==> config.mk <==
export PLATFORM = sky130hd
export DESIGN_NAME = apb_master_arbiter
export DESIGN_NICKNAME = d
export VERILOG_FILES = /design/src/rtl/apb_master_arbiter.sv
export SDC_FILE = /design/constraint.sdc
export NUM_CORES = 1
export LEC_CHECK = 0
export CAP_MARGIN = 0
export CORE_ASPECT_RATIO = 1.2
export CORE_MARGIN = 10
export CORE_UTILIZATION = 35
export DETAILED_ROUTE_END_ITERATION = 6
export PLACE_DENSITY = 0.77
export SLEW_MARGIN = 20
export SYNTH_ARGS = -nofsm -noshare
export SYNTH_HDL_FRONTEND = slang
export SYNTH_SLANG_ARGS = --single-unit
==> constraint.sdc <==
create_clock -name PCLK -period 1.5 [get_ports PCLK]
set_input_delay 0.3 -clock PCLK [delete_from_list [all_inputs] [get_ports PCLK]]
set_output_delay 0.3 -clock PCLK [all_outputs]
set_load 0.01 [all_outputs]
==> src/rtl/apb_master_arbiter.sv <==
// Two-requester round-robin APB master: arbitrates single transfers and sequences SETUP/ACCESS.
// Optional macro APB_TIMEOUT_EN bounds the ACCESS phase to TIMEOUT_CYCLES wait cycles.
module apb_master_arbiter #(
  parameter int unsigned ADDR_WIDTH     = 4,
  parameter int unsigned DATA_WIDTH     = 32,
  parameter int unsigned TIMEOUT_CYCLES = 16
) (
  input  logic                    PCLK,
  input  logic                    PRESETn,
  input  logic [1:0]              req_valid,
  output logic [1:0]              req_ready,
  input  logic [1:0]              req_write,
  input  logic [2*ADDR_WIDTH-1:0] req_addr,
  input  logic [2*DATA_WIDTH-1:0] req_wdata,
  output logic [1:0]              rsp_valid,
  output logic [DATA_WIDTH-1:0]   rsp_rdata,
  output logic                    rsp_err,
  output logic                    PSEL,
  output logic                    PENABLE,
  output logic [ADDR_WIDTH-1:0]   PADDR,
  output logic                    PWRITE,
  output logic [DATA_WIDTH-1:0]   PWDATA,
  input  logic [DATA_WIDTH-1:0]   PRDATA,
  input  logic                    PREADY,
  input  logic                    PSLVERR
);

  typedef enum logic [1:0] {IDLE, SETUP, ACCESS} state_t;

  state_t                  state;
  logic                    last_grant;
  logic                    any_c;
  logic                    grant_c;
  logic [ADDR_WIDTH-1:0]   sel_addr_c;
  logic                    sel_write_c;
  logic [DATA_WIDTH-1:0]   sel_wdata_c;

`ifdef APB_TIMEOUT_EN
  localparam int unsigned CNT_W = $clog2(TIMEOUT_CYCLES + 1);
  logic [CNT_W-1:0] wait_cnt;
`else
  logic unused_timeout_c;
  assign unused_timeout_c = (TIMEOUT_CYCLES != 0);
`endif

  // Round-robin pick: prefer the requester not granted last, else whichever is valid
  always_comb begin
    any_c       = |req_valid;
    grant_c     = req_valid[~last_grant] ? ~last_grant : last_grant;
    sel_addr_c  = grant_c ? req_addr[ADDR_WIDTH +: ADDR_WIDTH]  : req_addr[0 +: ADDR_WIDTH];
    sel_write_c = grant_c ? req_write[1]                        : req_write[0];
    sel_wdata_c = grant_c ? req_wdata[DATA_WIDTH +: DATA_WIDTH] : req_wdata[0 +: DATA_WIDTH];
    req_ready   = '0;
    if (state == IDLE && any_c) req_ready[grant_c] = 1'b1;
  end

  always_ff @(posedge PCLK or negedge PRESETn) begin
    if (!PRESETn) begin
      state      <= IDLE;
      last_grant <= 1'b1;
      PSEL       <= 1'b0;
      PENABLE    <= 1'b0;
      PADDR      <= '0;
      PWRITE     <= 1'b0;
      PWDATA     <= '0;
      rsp_valid  <= '0;
      rsp_rdata  <= '0;
      rsp_err    <= 1'b0;
`ifdef APB_TIMEOUT_EN
      wait_cnt   <= '0;
`endif
    end else begin
      rsp_valid <= '0;
      case (state)
        IDLE: begin
          if (any_c) begin
            state      <= SETUP;
            PSEL       <= 1'b1;
            last_grant <= grant_c;
            PADDR      <= sel_addr_c;
            PWRITE     <= sel_write_c;
            PWDATA     <= sel_wdata_c;
          end else begin
            PADDR  <= '0;
            PWRITE <= 1'b0;
            PWDATA <= '0;
          end
        end
        SETUP: begin
          state   <= ACCESS;
          PENABLE <= 1'b1;
`ifdef APB_TIMEOUT_EN
          wait_cnt <= '0;
`endif
        end
        ACCESS: begin
          if (PREADY) begin
            state     <= IDLE;
            PSEL      <= 1'b0;
            PENABLE   <= 1'b0;
            PADDR     <= '0;
            PWRITE    <= 1'b0;
            PWDATA    <= '0;
            rsp_valid <= last_grant ? 2'b10 : 2'b01;
            rsp_err   <= PSLVERR;
            rsp_rdata <= PWRITE ? '0 : PRDATA;
          end
`ifdef APB_TIMEOUT_EN
          // Slave never answered: abort with an error response
          else if (wait_cnt == CNT_W'(TIMEOUT_CYCLES - 1)) begin
            state     <= IDLE;
            PSEL      <= 1'b0;
            PENABLE   <= 1'b0;
            PADDR     <= '0;
            PWRITE    <= 1'b0;
            PWDATA    <= '0;
            rsp_valid <= last_grant ? 2'b10 : 2'b01;
            rsp_err   <= 1'b1;
            rsp_rdata <= '0;
          end else begin
            wait_cnt <= wait_cnt + CNT_W'(1);
          end
`endif
        end
        default: state <= IDLE;
      endcase
    end
  end

endmodule

==> flow_summary.toml <==
[outcome]
outcome = "complete, but fails checks"
violations = "negative setup slack"

[job]
drv_cap = 0

[global_routing]
grt_util_met3_pct = 7.24
grt_use_met1_pct = 18.4
antenna_found_initial = 0
grt_pass1_wl_um = 18700
busiest_layer = "met2"
grt.total_usage_pct = 17.2
overflow = 0
grt_pass1_vias = 3438
met2_usage_pct = 29.0
grt_start_max_net_pins = 39

[setup_path]
cp-startpoint = "last_grant$_DFFE_PN1P_"
crit_path_end_kind = "output port"
worstPathMaxFanout = 2
crit_type = "register to output port"
cp-endpoint = "req_ready[0]"
reg2reg_to = "PWDATA[16]$_DFFE_PN0P_"
r2r_cells = 7
reg2reg_from = "last_grant$_DFFE_PN1P_"
cp_data_required_time_ns = 1.20
rrSetupSlack_ns = -0.19
arrival_ns = 1.48
start_kind = "register"

[pwr]
internal_power_uw = 7310
ir_drop_v = 0.000719
power_frac_seq_pct = 32.3
pwr-share-clk_pct = 14.1
combPwrFrac_pct = 53.6
power_density_mw_per_mm2 = 1830
swShare_pct = 36.4
p_switching_uw = 4180
power.leakage_uw = 0.00294
finalPower_uw = 11500

[final_layout]
multiInputGateArea_mm2 = 0.00151
synthToLayoutAreaGrowth_pct = 88.0
fill_cells = 677
nets = 624
layout.area.seq_mm2 = 0.00193
fin_area_mm2 = 0.00627
diodes = 0
post-route-util_pct = 68.3
layout-drive-gt1-share_pct = 22.6

[synth]
synth_edf_count = 0
ys_types = 22
synth_area_mm2 = 0.00334
synth_area_leader_cell = "dfrtp_1"
syn_nets = 408
yosysMostFrequentCell = "dfrtp_1"
yosysSeqAreaShare_pct = 57.8
syn_area_per_cell_um2 = 11.3
ys_ff_latch = 77
async_flop_share_pct = 100
yosys.area.top_type_share_pct = 57.0
synth_area_leaders = "dfrtp_1 (57%), a221o_1 (11%), o21a_1 (8.3%)"
ys_top_cells_by_count = "dfrtp_1 (76), a221o_1 (37), nand2_1 (37), o21a_1 (37)"
synth_ff_type = "dfrtp_1"
syn_inst = 296
yosysWarningCount = 0

[place]
dpl-instance-area_mm2 = 0.00538
gp_congestion = 0.754
preCtsSetupSlack_ns = -0.573
hpwl_um = 8670
io_buffers = 187

[timing]
final.period_utilization_pct = 118
worst_pin_slew_ns = 0.321
min_period_ns = 1.78
final_hold_viol_count = 0
rsz0062_at_grt = "true"
fmax_ghz = 0.563
fin_ws_ns = -0.276
hold_ws_ns = 0.383
slew_viol_final = 0
skew_ns = 0.00998
setup_viol = 59
timing.slew.headroom_pct = 78.6

[route]
vias_per_cell = 5.14
wl_um = 13200
antenna_left = 0
vias = 3273
drtIter0Drc = 133
post-route-drc-count = 0
routedWlPerCell_um = 20.7
drt-pass1-iter-count = 4

[clocking]
clock_latency_ns = 0.34
clock-root-buffer = "clkbuf_8"
numCtsBuffers = 9
clk_pin_slew_ns = 0.08
cts.htree.levels = 3
max-clock-path-buffers = 2
cts_sinks = 77
cts_tree = "yes"

[floorplanning]
ios = 188
rows = 38
initial_core_util_pct = 36.4
die_w_um = 109
dieArea_mm2 = 0.0139
die_y_um = 127
core_area_mm2 = 0.00918

[worst_hold_path]
hp-class = "primary input to asynchronous set/reset pin"
## power groups by stage
stage / Sequential (µW) / Combinational [µW] / Clock (µW)
3_3_place_gp: 3550 / 5080 / 0
6_report: 3710 / 6150 / 1620
3_5_place_dp: 3590 / 5210 / 0
2_1_floorplan: 3970 / 1930 / 0
5_1_grt: 3820 / 6610 / 1750
4_1_cts: 3520 / 5140 / 1650
## critical path, stage by stage, from the launching register on
cell and delay, ns:
dfstp_2 0.54, inv_2 0.05, a2111oi_4 0.34, buf_2 0.21
## repair_timing
| action | CTS | global route |
|---|---|---|
| pin swaps | 2 | 39 |
| hold endpoints to repair | 13 | 0 |
| endpoints found under the setup margin | 132 | 75 |
| gates cloned | 5 | 8 |
| hold buffers | 1 | 0 |
| setup buffers | 6 | 7 |
| gates resized for setup | 114 | 101 |
## area by class of cell
type	instances	share of cell area [%]
repair buffers	231	39.1
well taps	120	2.39
clock buffers	15	2.81
multi-input cells	188	24.1
clock inverters	1	0.479
flip-flops and latches	77	30.8
inverters	5	0.299
## flip-flops by register name, summed over array words and instances (netlist names)
name	count
PWDATA	32
rsp_rdata	32
PADDR	4
rsp_valid	2
state	2
PENABLE	1
PSEL	1
PWRITE	1
last_grant	1
rsp_err	1
## cell usage in the layout, fill, tap and decap left out, drive strengths merged, types with 3 or more instances in the layout
master,synthesis,layout
clkdlybuf4s50,0,110
o21ai,34,34
a221o,37,37
dlygate4sd2,0,74
nand2,37,37
nor2,3,3
inv,5,5
nand2b,32,32
buf,16,38
a21oi,3,3
o21a,37,37
dfrtp,76,76
clkbuf,10,22
## how the worst min path moves through the flow
stage	slack (ns)	cells after the start	endpoint
floorplan	0.004	0	PADDR[0]$_DFFE_PN0P_
global placement	0.19	1	PWRITE$_DFFE_PN0P_
detailed placement	0.19	1	rsp_rdata[15]$_DFFE_PN0P_
CTS	0.37	2	rsp_rdata[15]$_DFFE_PN0P_
global route	0.37	2	rsp_rdata[15]$_DFFE_PN0P_
finish	0.38	2	PSEL$_DFFE_PN0P_
## layer usage
metal | wire length (µm) | vias to the layer above
li1 | - | 1512
met1 | 4930 | 1596
met2 | 6850 | 148
met3 | 1190 | 17
met4 | 239 | 0
met5 | 0 | -
## cell families after synthesis
logic type	after synthesis	share of synthesized area, %
compound gates	112	25.8
buf+inv	31	4.95
flops	77	57.8
mux	1	0.338
simple gates	75	11.1
## metrics by stage
step | std cells | setup TNS (ns)
2_1_floorplan | 296 | 0
3_3_place_gp | 594 | -16.79
3_5_place_dp | 594 | -17.85
4_1_cts | 622 | -6.34
5_1_grt | 637 | -9.80
6_report | 637 | -7.03
Power figures use the tool's default switching activity.
